File: config.mk
export PLATFORM = sky130hd
export DESIGN_NAME = d2l_slave_rx
export DESIGN_NICKNAME = d
export VERILOG_FILES = /design/src/rtl/d2l_slave_rx.sv
export SDC_FILE = /design/constraint.sdc
export NUM_CORES = 1
export LEC_CHECK = 0
export BUFFER_PORTS_ARGS = -buffer_cell sky130_fd_sc_hd__buf_2
export CELL_PAD_IN_SITES_DETAIL_PLACEMENT = 0
export CELL_PAD_IN_SITES_GLOBAL_PLACEMENT = 1
export CORE_MARGIN = 2
export CORE_UTILIZATION = 44
export DETAILED_ROUTE_END_ITERATION = 6
export PLACE_DENSITY_LB_ADDON = 0.25
export SYNTH_ARGS = -nofsm -noshare
export SYNTH_HDL_FRONTEND = slang
export SYNTH_SLANG_ARGS = --single-unit
File: constraint.sdc
create_clock -name sclk -period 2.4 [get_ports sclk]
set_clock_uncertainty 0.2 [all_clocks]
set_input_delay 0.24 -clock sclk [delete_from_list [all_inputs] [get_ports sclk]]
set_output_delay 0.24 -clock sclk [all_outputs]
set_load 0.02 [all_outputs]
File: src/rtl/d2l_slave_rx.sv
// Multi-lane serial frame receiver: start / data beats / optional parity / stop,
// sampled on falling sclk, with a one-word holding register and error pulses.
module d2l_slave_rx #(
  parameter int unsigned LANES     = 2,
  parameter int unsigned DATA_W    = 8,
  parameter int unsigned PARITY_EN = 1
) (
  input  logic              sclk,
  input  logic              rst_n,
  input  logic              cs_n,
  input  logic [LANES-1:0]  in_line,
  input  logic              rx_ready,
  output logic [DATA_W-1:0] rx_data,
  output logic              rx_valid,
  output logic              busy,
  output logic              frame_err,
  output logic              abort,
  output logic              overrun
);

  localparam int unsigned BEATS = DATA_W / LANES;
  localparam int unsigned CNT_W = (BEATS > 1) ? $clog2(BEATS) : 1;
  localparam logic [CNT_W-1:0] LAST_BEAT = CNT_W'(BEATS - 1);

  typedef enum logic [2:0] {IDLE, START, DATA, PARITY, STOP} state_t;

  state_t            state, state_nxt;
  logic [CNT_W-1:0]  beat, beat_nxt;
  logic [DATA_W-1:0] sr, sr_nxt, rx_data_nxt;
  logic              rx_valid_nxt, busy_nxt;
  logic              frame_err_nxt, abort_nxt, overrun_nxt;
  logic              word_ok;
  logic [LANES-1:0]  lanes_rev;

  // Lane 0 is the most significant bit of each beat.
  always_comb begin
    lanes_rev = '0;
    for (int j = 0; j < int'(LANES); j++) begin
      lanes_rev[LANES-1-j] = in_line[j];
    end
  end

  always_comb begin
    state_nxt     = state;
    beat_nxt      = beat;
    sr_nxt        = sr;
    rx_data_nxt   = rx_data;
    rx_valid_nxt  = rx_valid;
    frame_err_nxt = 1'b0;
    abort_nxt     = 1'b0;
    overrun_nxt   = 1'b0;
    word_ok       = 1'b0;

    if (state == IDLE) begin
      if (!cs_n) state_nxt = START;
    end else if (cs_n) begin
      // Deselect mid-frame overrides every symbol check.
      abort_nxt = 1'b1;
      state_nxt = IDLE;
    end else begin
      case (state)
        START: begin
          if (in_line == '0) begin
            state_nxt = DATA;
            beat_nxt  = '0;
          end else begin
            frame_err_nxt = 1'b1;
            state_nxt     = IDLE;
          end
        end
        DATA: begin
          sr_nxt = DATA_W'({sr, lanes_rev});
          if (beat == LAST_BEAT) begin
            state_nxt = (PARITY_EN != 0) ? PARITY : STOP;
          end else begin
            beat_nxt = beat + CNT_W'(1);
          end
        end
        PARITY: begin
          if (in_line[0] != ^sr) begin
            frame_err_nxt = 1'b1;
            state_nxt     = IDLE;
          end else begin
            state_nxt = STOP;
          end
        end
        STOP: begin
          state_nxt = START;
          if (&in_line) word_ok = 1'b1;
          else          frame_err_nxt = 1'b1;
        end
        default: state_nxt = IDLE;
      endcase
    end

    // Holding register: load if free or being drained on the same edge.
    if (word_ok) begin
      if (!rx_valid || rx_ready) begin
        rx_data_nxt  = sr;
        rx_valid_nxt = 1'b1;
      end else begin
        overrun_nxt = 1'b1;
      end
    end else if (rx_valid && rx_ready) begin
      rx_valid_nxt = 1'b0;
    end

    busy_nxt = (state_nxt != IDLE);
  end

  always_ff @(negedge sclk or negedge rst_n) begin
    if (!rst_n) begin
      state     <= IDLE;
      beat      <= '0;
      sr        <= '0;
      rx_data   <= '0;
      rx_valid  <= 1'b0;
      busy      <= 1'b0;
      frame_err <= 1'b0;
      abort     <= 1'b0;
      overrun   <= 1'b0;
    end else begin
      state     <= state_nxt;
      beat      <= beat_nxt;
      sr        <= sr_nxt;
      rx_data   <= rx_data_nxt;
      rx_valid  <= rx_valid_nxt;
      busy      <= busy_nxt;
      frame_err <= frame_err_nxt;
      abort     <= abort_nxt;
      overrun   <= overrun_nxt;
    end
  end

endmodule

==> summary.txt, run 1 <==
Route
  – Drt first pass iters: 4
  – DR iter-0 viols: 4
  – WL/cell: between 15 and 20 um
  – Total wire length: 2.28 mm
  – Antenna Nets Post-Route: 0
  – Vias per Instance: 5.23
  – DRC Markers: 0
  – Total number of vias: between 700 and 800

Power
  – P per Cell Area: around 590 nW/um2
  – Static leakage: 0.784 nW
  – Worst VDD drop: 0.532 mV

Synthesis
  – Synthesized cell area: 1160 um2
  – Post-Syn Nets: 91
  – Syn Area/Cell: 13.8 um2
  – Mapped Cells: 84
  – Number of synthesized register bits: 26
  – Yosys top cell by area: dfrtn_1
  – Yosys synthesis warning count: 0
  – Sequential share of the synthesized area: 56.2%
  – Synth unique cells: 29
  – Synth async-reset ratio: 100%
  – Synth top area cells: dfrtn_1, mux2_2, xnor2_1
  – Top cells by count, synth: dfrtn_1, mux2_2, nor2_1, xnor2_1
  – Count leader, synth: dfrtn_1
  – EDFF count, synth: 0
  – Top-area cell type share of the netlist area: 56.2%
  – Most used DFF post-synth: dfrtn_1

STA
  – RSZ-0062 raised after global routing: yes
  – Max transition margin: between 70% and 80%
  – Final setup margin: -0.125 ns
  – Post-route setup TNS: -1.46 ns
  – Fin. max-slew vios: 0
  – # setup viols final: 21
  – Worst slew pin tran: 0.341 ns
  – Final Hold Fails: 0

Layout
  – Fillers: about 200
  – Layout Area Growth over Synthesis: 37.3%
  – Share of layout cells above drive strength 1: between 50% and 60%
  – N_diodes: 0
  – Final net count: 127

Worst setup path
  – Critical path's largest stage delay: between 0.4 and 0.5 ns
  – Worst r2r path cells: 3
  – Crit end category: output pin
  – CP max stage cell: dfrtn_1
  – Crit path arrival time: 2.08 ns
  – CP Class: reg2out
  – WP data required: 1.96 ns
  – CP Cell Sequence: buf_6
  – CP Depth: 1
  – CP Max Fanout: 2
  – CP startpoint kind: register
  – Worst path bufs/invs: 1
  – CP top delay family: flip-flops

Floorplanning
  – DIE AREA: between 3000 and 4000 um2
  – Row Count: 18
  – Initial Util: a little under half
  – Core ar.: roughly 2500 um2
  – Die height: roughly 55 um
  – Die Width: 55.3 um
  – I/O pin count: 19

Clock network
  – CTS root buffer: clkbuf_4
  – Num CTS Buffers: 3
  – Clock slew at reported path FFs: 0.09 ns
  – Htree depth: 1
  – Worst skew pair latency: 0.30 ns
  – Max clock buf depth: 2
  – Number of hold-repair buffers added at the cts stage: 0
  – CTS tree: built
  – Clock Sinks: 26

Global routing
  – Total GRT Usage: 16.8%
  – Initial antenna violation count: 0
  – Number of global-route vias before repair: 808
  – Maximum number of pins on one net before global-route repair: 27
  – Total grt overflow: 0
  – First-pass GRT wire length: slightly above 4 mm

Placed design
  – DP HPWL: 1.54 mm
  – Gpl congestion: 0.750
  – Number of I/O port buffers: 18
  – Pre-CTS setup slack: -0.440 ns

Outcome
  – Status: finished with violations
  – Failing checks: negative setup slack

Min path
  – Min-Delay Path Depth: 1
  – Hold crit path type: reg2reg

Run
  – Max cap viols: 0
## metal layers
| metal | up-vias | global-route usage (%) | part of all wire (%) |
|---|---|---|---|
| li1 | 369 | - | - |
| met1 | 391 | 23.0 | 43 |
| met2 | 18 | 26.9 | 52 |
| met3 | 2 | 3.51 | 4.0 |
| met4 | 0 | 5.23 | 0.57 |
| met5 | - | 0 | 0 |
## flip-flops by register name, indices dropped and copies added, names as in the netlist
signal     count
rx_valid       1
abort          1
sr             8
rx_data        8
state          3
beat           2
frame_err      1
busy           1
overrun        1
## metrics by stage
| step | hold slack [ns] | total power, W | utilization, % | std cells | instance area [um2] |
|---|---|---|---|---|---|
| 2_1_floorplan | 0.209 | 0.000670 | - | 84 | 1220 |
| 4_1_cts | 0.246 | 0.000955 | 62.6 | 144 | 1550 |
| 3_3_place_gp | 0.229 | 0.000714 | 55.8 | 136 | 1380 |
| 6_report | 0.246 | 0.000943 | 64.1 | 149 | 1590 |
| 5_1_grt | 0.283 | 0.00101 | 64.1 | 149 | 1590 |
| 3_5_place_dp | 0.246 | 0.000723 | 55.8 | 136 | 1380 |
## power by group
group	internal (W)	switching, W	total [W]
sequential	0.000480	0.0000436	0.000524
clock	0.0000926	0.000123	0.000215
combinational	0.000124	0.0000801	0.000204
## cells in the final DEF (no fill, tap or decap), types with 2 or more instances in the layout
| cell | count |
|---|---|
| nand2b_1 | 2 |
| nor2_1 | 3 |
| buf_2 | 4 |
| o21a_1 | 2 |
| buf_12 | 2 |
| clkbuf_4 | 3 |
| buf_6 | 13 |
| xnor2_1 | 4 |
| o21ai_0 | 2 |
| nand3_1 | 2 |
| mux2_4 | 9 |
| mux2_2 | 7 |
| buf_4 | 15 |
| dfrtn_1 | 26 |
| nand2_1 | 3 |
## area by class of cell
| cell class | instances | area [um2] | share of cell area (%) |
|---|---|---|---|
| multi-input combinational | 54 | 542 | 34.1 |
| sequential | 26 | 651 | 40.9 |
| inverter | 1 | 3.75 | 0.236 |
| tap | 30 | 37.5 | 2.36 |
| clock buffer | 4 | 36.3 | 2.28 |
| timing repair buffer | 34 | 319 | 20.1 |
## final timing paths
kind / from / endpoint / slack (ns)
max in group asynchronous: rst_n / sr[1]$_DFFE_NN0P_ / 1.08
worst max register to register: state[1]$_DFF_NN0_ / sr[6]$_DFFE_NN0P_ / 0.57
worst min-delay path: beat[0]$_DFFE_NN0P_ / beat[0]$_DFFE_NN0P_ / 0.25
worst max-delay path: rx_data[4]$_DFFE_NN0P_ / rx_data[4] / -0.12
worst min register to register: beat[0]$_DFFE_NN0P_ / beat[0]$_DFFE_NN0P_ / 0.25
min in group asynchronous: rst_n / beat[0]$_DFFE_NN0P_ / 0.74
## what timing repair did
item	CTS	global route
setup endpoints to repair	21	28
setup buffers	4	4
resized for setup	32	0
pin swaps	0	0
gates cloned	0	1
## kinds of logic (layout without fill, tap and decap cells)
kind of cell,Yosys count,after routing,synth area share [%]
buffers and inverters,5,39,1.94
adder cells (fa/ha/maj),1,1,1.08
XOR/XNOR,7,7,7.14
AO/OA/AOI/OAI,10,10,6.16
multiplexers,17,17,16.4
flip-flops,26,26,56.2
AND/OR/NAND/NOR,18,19,11.0
(Power assumes the default switching activity.)
==> inputs of run 2 (changes only) <==
Settings changed: SKIP_LAST_GASP set to 1.
==> run 2 against run 1 <==
Against the previous run:
- the flow still finishes with violations (negative setup slack)
- sequential cell count stayed put
- core utilization is 0.050 points higher
- combinational power hardly changed
- die area stayed put
- sequential power hardly changed
- total power hardly changed
- via count is 1.2% lower
- critical path depth stayed put
- register-to-register slack hardly changed
- clock power hardly changed
==> summary.txt, run 2 (same netlist as run 1, synthesis figures left out) <==
Min path
  – Hold crit path type: reg2reg

Layout
  – Post-Layout Cell Count: 149 (unchanged)
  – Multi-input logic area: 543 um2 (+0.23%)
  – Largest registers: rx_data (8), sr (8), state (3)
  – Commonest non-fill, non-tap cells in the layout: dfrtn_1, buf_4, buf_6, mux2_4, mux2_2
  – Share of layout cells above drive strength 1: 51.3% (unchanged)
  – Final net count: 127 (unchanged)
  – Sequential cell area: 651 um2 (unchanged)
  – N_diodes: 0 (unchanged)
  – Commonest non-fill, non-tap cell in the layout: dfrtn_1
  – Layout Area Growth over Synthesis: 37.4% (about the same)
  – Fillers: 202 (-0.49%)
  – Post-layout instance area: 1590 um2 (about the same)

Floorplanning
  – Die Width: 55.3 um (unchanged)
  – I/O pin count: 19 (unchanged)
  – Initial Util: 46.7% (unchanged)
  – Core ar.: 2480 um2 (unchanged)
  – Die height: 55.3 um (unchanged)
  – Row Count: 18 (unchanged)
  – DIE AREA: 3060 um2 (unchanged)

Worst setup path
  – Crit end category: output pin
  – CP Class: reg2out
  – CP startpoint kind: register
  – CP top delay family: flip-flops
  – Worst path bufs/invs: 1 (unchanged)
  – CP Max Fanout: 2 (unchanged)
  – CP max stage cell: dfrtn_1
  – Critical path's largest stage delay: 0.45 ns (about the same)
  – WP data required: 1.96 ns (about the same)
  – CP Cell Sequence: buf_6
  – Crit path arrival time: 2.08 ns (about the same)

Outcome
  – Status: finished with violations
  – Failing checks: negative setup slack

Placed design
  – DP HPWL: 1.54 mm (unchanged)
  – Placed cell area: 1380 um2 (unchanged)
  – Cells after DPL: 136 (unchanged)
  – Gpl congestion: 0.750 (unchanged)
  – Number of I/O port buffers: 18 (unchanged)

Route
  – Total number of vias: 771 (-1.2%)
  – Total wire length: 2.30 mm (+0.97%)
  – Drt first pass iters: 4 (unchanged)
  – Antenna Nets Post-Route: 0 (unchanged)
  – Vias per Instance: 5.17 (-1.2%)
  – WL/cell: 15.4 um (+0.97%)
  – DR iter-0 viols: 4 (unchanged)
  – DRC Markers: 0 (unchanged)

Global routing
  – Layer carrying the most global-route usage: met2
  – Total grt overflow: 0 (unchanged)
  – Number of global-route vias before repair: 808 (unchanged)
  – Met1 Resource Use GR: 23.1% (+0.15 points)
  – Total GRT Usage: 16.8% (unchanged)
  – Initial antenna violation count: 0 (unchanged)
  – First-pass GRT wire length: 4.04 mm (unchanged)
  – Met2 Usage GRT: 26.7% (-0.17 points)
  – Global Route met3 Usage: 3.51% (unchanged)
  – Maximum number of pins on one net before global-route repair: 27 (unchanged)

Clock network
  – Max clock buf depth: 2 (unchanged)
  – Clock Sinks: 26 (unchanged)
  – CTS tree: built
  – CTS root buffer: clkbuf_4
  – Htree depth: 1 (unchanged)
  – Worst skew pair latency: 0.30 ns (about the same)
  – Num CTS Buffers: 3 (unchanged)
  – Clock slew at reported path FFs: 0.09 ns (about the same)

STA
  – # setup viols final: 21 (unchanged)
  – Max transition margin: 76.3% (-0.93 points)
  – RSZ-0062 raised after global routing: yes
  – Final Hold Fails: 0 (unchanged)
  – Final setup margin: -0.124 ns (+0.00111 ns)
  – Worst slew pin tran: 0.355 ns (+0.0140 ns)
  – Fin. max-slew vios: 0 (unchanged)

Run
  – Max cap viols: 0 (unchanged)

Power
  – Worst VDD drop: 0.532 mV (about the same)
  – Static leakage: 0.784 nW (about the same)
  – P per Cell Area: 594 nW/um2 (about the same)
## run 2: layout make-up
class	instances	area share, %
clock buffers	4	2.28
repair buffers	34	20.1
multi-input cells	54	34.1
well taps	30	2.36
flip-flops and latches	26	40.9
inverters	1	0.236
## run 2: path summary, 6_finish.rpt
kind / slack [ns] / end / depth (start not counted) / startpoint
min in group asynchronous: 0.74 / beat[0]$_DFFE_NN0P_ / 2 / rst_n
hold reg to reg: 0.25 / beat[0]$_DFFE_NN0P_ / 1 / beat[0]$_DFFE_NN0P_
max in group asynchronous: 1.07 / sr[1]$_DFFE_NN0P_ / 2 / rst_n
setup reg to reg: 0.57 / frame_err$_DFF_NN0_ / 4 / sr[3]$_DFFE_NN0P_
hold / removal: 0.25 / beat[0]$_DFFE_NN0P_ / 1 / beat[0]$_DFFE_NN0P_
setup / recovery: -0.12 / rx_data[4] / 1 / rx_data[4]$_DFFE_NN0P_
## run 2: through the flow
stage | setup slack (ns) | TNS [ns] | total power [W] | hold slack [ns] | util, %
floorplan | -0.148 | -1.94 | 0.000670 | 0.209 | -
global placement | -0.397 | -5.49 | 0.000714 | 0.229 | 55.8
detailed placement | -0.440 | -6.02 | 0.000723 | 0.246 | 55.8
CTS | -0.144 | -1.75 | 0.000952 | 0.246 | 62.5
global route | -0.190 | -2.54 | 0.00101 | 0.283 | 64.2
finish | -0.124 | -1.47 | 0.000944 | 0.246 | 64.2
## run 2: power by group
part	switching, W	internal, W
combinational	0.0000807	0.000124
sequential	0.0000437	0.000480
clock	0.000122	0.0000926
## run 2: repair_timing
action / 4_1_cts / 5_1_grt
buffers inserted: 4 / 4
gates cloned: 0 / 1
pin swaps: 0 / 1
hold buffers: 0 / 0
endpoints found under the setup margin: 21 / 27
gates resized for setup: 31 / 2
## run 2: metal layers
metal	vias up	share of wire [%]
li1	369	-
met1	383	44
met2	17	52
met3	2	3.8
met4	0	0.57
met5	-	0
==> inputs of run 3 (changes only) <==
Settings changed: GPL_ROUTABILITY_DRIVEN set to 0, TNS_END_PERCENT set to 30.
==> run 3 against run 2 <==
Against the previous run:
- critical endpoint is now rx_valid
- routed wire length shrank 15%
- critical path depth unchanged
- core utilization decreased by 4.4 points
- the flow still finishes with violations (negative setup slack)
- total power down 1.1%
- combinational power down 5%
- sequential share of layout area rose by 3.0 points
- final cell count decreased by 5.4%
- sequential cell count did not move
- die area unchanged
==> summary.txt, run 3 (same netlist as run 1, synthesis figures left out) <==
STA
  – Final setup margin: -0.120 ns (+0.00390 ns)
  – Worst slew pin tran: 0.359 ns (+0.00375 ns)
  – # setup viols final: 27 (+29%)
  – Fin. max-slew vios: 0 (unchanged)
  – RSZ-0062 raised after global routing: yes
  – Max transition margin: 76.1% (-0.25 points)
  – Post-route setup TNS: -2.08 ns (-0.616 ns)
  – Hold_ws: 0.241 ns (-0.00477 ns)
  – Final Hold Fails: 0 (unchanged)

Floorplanning
  – Die Width: 55.3 um (unchanged)
  – DIE AREA: 3060 um2 (unchanged)
  – Row Count: 18 (unchanged)
  – Die height: 55.3 um (unchanged)
  – Core ar.: 2480 um2 (unchanged)
  – I/O pin count: 19 (unchanged)
  – Initial Util: 46.7% (unchanged)

Route
  – Total number of vias: 721 (-6.5%)
  – WL/cell: 13.9 um (-10%)
  – Vias per Instance: 5.11 (-1.2%)
  – DR iter-0 viols: 2 (-2)
  – Drt first pass iters: 4 (unchanged)
  – Total wire length: 1.95 mm (-15%)
  – Antenna Nets Post-Route: 0 (unchanged)
  – DRC Markers: 0 (unchanged)

Placed design
  – DP HPWL: 1.37 mm (-11%)
  – Number of I/O port buffers: 18 (unchanged)
  – Placed cell area: 1360 um2 (-1.6%)

Power
  – Static leakage: 0.732 nW (-6.7%)
  – Final Power: 0.000934 W (-1.1%)
  – P per Cell Area: 631 nW/um2 (+6.2%)
  – Worst VDD drop: 0.463 mV (-13%)

Worst setup path
  – CP Class: reg2out
  – Crit end category: output pin
  – CP Cell Sequence: buf_6
  – CP top delay family: flip-flops
  – R2r endpoint: busy$_DFF_NN0_
  – CP startpoint kind: register
  – CP max stage cell: dfrtn_1
  – Crit path arrival time: 2.08 ns (about the same)
  – WP data required: 1.96 ns (about the same)
  – Critical path's largest stage delay: 0.45 ns (about the same)
  – Reg2reg start: sr[3]$_DFFE_NN0P_
  – Internal reg-to-reg setup slack: 0.55 ns (-0.02 ns)
  – Worst r2r path cells: 4 (unchanged)
  – Worst path bufs/invs: 1 (unchanged)
  – CP Max Fanout: 2 (unchanged)

Layout
  – Fillers: 217 (+7.4%)
  – Share of layout cells above drive strength 1: 47.7% (-3.5 points)
  – Post-layout instance area: 1480 um2 (-6.8%)
  – Commonest non-fill, non-tap cells in the layout: dfrtn_1, mux2_2, buf_2, buf_6, buf_4
  – Layout Area Growth over Synthesis: 28.0%
  – Final core occ: 59.8% (-4.4 points)
  – Largest registers: rx_data (8), sr (8), state (3)
  – N_diodes: 0 (unchanged)
  – Final net count: 119 (-6.3%)
  – Commonest non-fill, non-tap cell in the layout: dfrtn_1

Clock network
  – Htree depth: 1 (unchanged)
  – CTS root buffer: clkbuf_4
  – Clock slew at reported path FFs: 0.09 ns (about the same)
  – Number of hold-repair buffers added at the cts stage: 0 (unchanged)
  – Num CTS Buffers: 3 (unchanged)
  – Worst skew pair latency: 0.30 ns (about the same)
  – Clock Sinks: 26 (unchanged)
  – Max clock buf depth: 2 (unchanged)
  – CTS tree: built

Global routing
  – First-pass GRT wire length: 3.33 mm (-17%)
  – Number of global-route vias before repair: 740 (-8.4%)
  – Total grt overflow: 0 (unchanged)
  – Initial antenna violation count: 0 (unchanged)
  – Maximum number of pins on one net before global-route repair: 27 (unchanged)
  – Total GRT Usage: 13.6% (-3.2 points)

Min path
  – Hold_sp: beat[1]$_DFFE_NN0P_
  – Hold Path Sink: beat[1]$_DFFE_NN0P_
  – Hold crit path type: reg2reg
  – Min-Delay Path Depth: 1 (unchanged)

Outcome
  – Status: finished with violations
  – Failing checks: negative setup slack

Run
  – Max cap viols: 0 (unchanged)
[run 3: layout make-up]
| cell class | instances | area, um2 | share of cell area, % |
|---|---|---|---|
| Multi-Input combinational cell | 53 | 523 | 35.3 |
| Inverter | 1 | 3.75 | 0.253 |
| Clock buffer | 4 | 36.3 | 2.45 |
| Tap cell | 30 | 37.5 | 2.53 |
| Timing Repair Buffer | 27 | 230 | 15.5 |
| Sequential cell | 26 | 651 | 43.9 |
[run 3: metrics by stage]
step | setup WS [ns] | instances
3_3_place_gp | -0.380 | 134
4_1_cts | -0.130 | 139
5_1_grt | -0.163 | 141
3_5_place_dp | -0.413 | 134
6_report | -0.120 | 141
2_1_floorplan | -0.148 | 84
[run 3: worst max-delay path by stage]
| stage | cells after the start | slack (ns) | to | start |
|---|---|---|---|---|
| 4_1_cts | 1 | -0.13 | rx_data[2] | rx_data[2]$_DFFE_NN0P_ |
| 2_1_floorplan | 3 | -0.15 | rx_data[0]$_DFFE_NN0P_ | cs_n |
| 6_report | 1 | -0.12 | rx_valid | rx_valid$_DFFE_NN0P_ |
| 5_1_grt | 1 | -0.16 | rx_data[2] | rx_data[2]$_DFFE_NN0P_ |
| 3_3_place_gp | 4 | -0.38 | rx_data[1]$_DFFE_NN0P_ | cs_n |
| 3_5_place_dp | 4 | -0.41 | rx_data[1]$_DFFE_NN0P_ | cs_n |
[run 3: report_power, final]
group | internal [W] | leakage (nW) | switching [W]
combinational | 0.000112 | 0.357 | 0.0000833
clock | 0.0000925 | 0.0210 | 0.000125
sequential | 0.000480 | 0.354 | 0.0000409
total | 0.000685 | 0.732 | 0.000249
[run 3: what timing repair did]
action	CTS	global route
endpoints found under the hold margin	0	0
setup endpoints to repair	21	22
buffers inserted	1	2
pin swaps	0	2
gates resized for setup	14	7
[run 3: routing by layer]
layer  vias to the layer above  global-route usage (%)  part of all wire [%]  wire length (um)
met1                       353                    19.0                    49               949
met3                         2                    2.11                   3.5                69
li1                        352                       -                     -                 -
met5                         -                       0                     0                 0
met2                        14                    21.3                    47               916
met4                         0                    5.23                  0.97                19
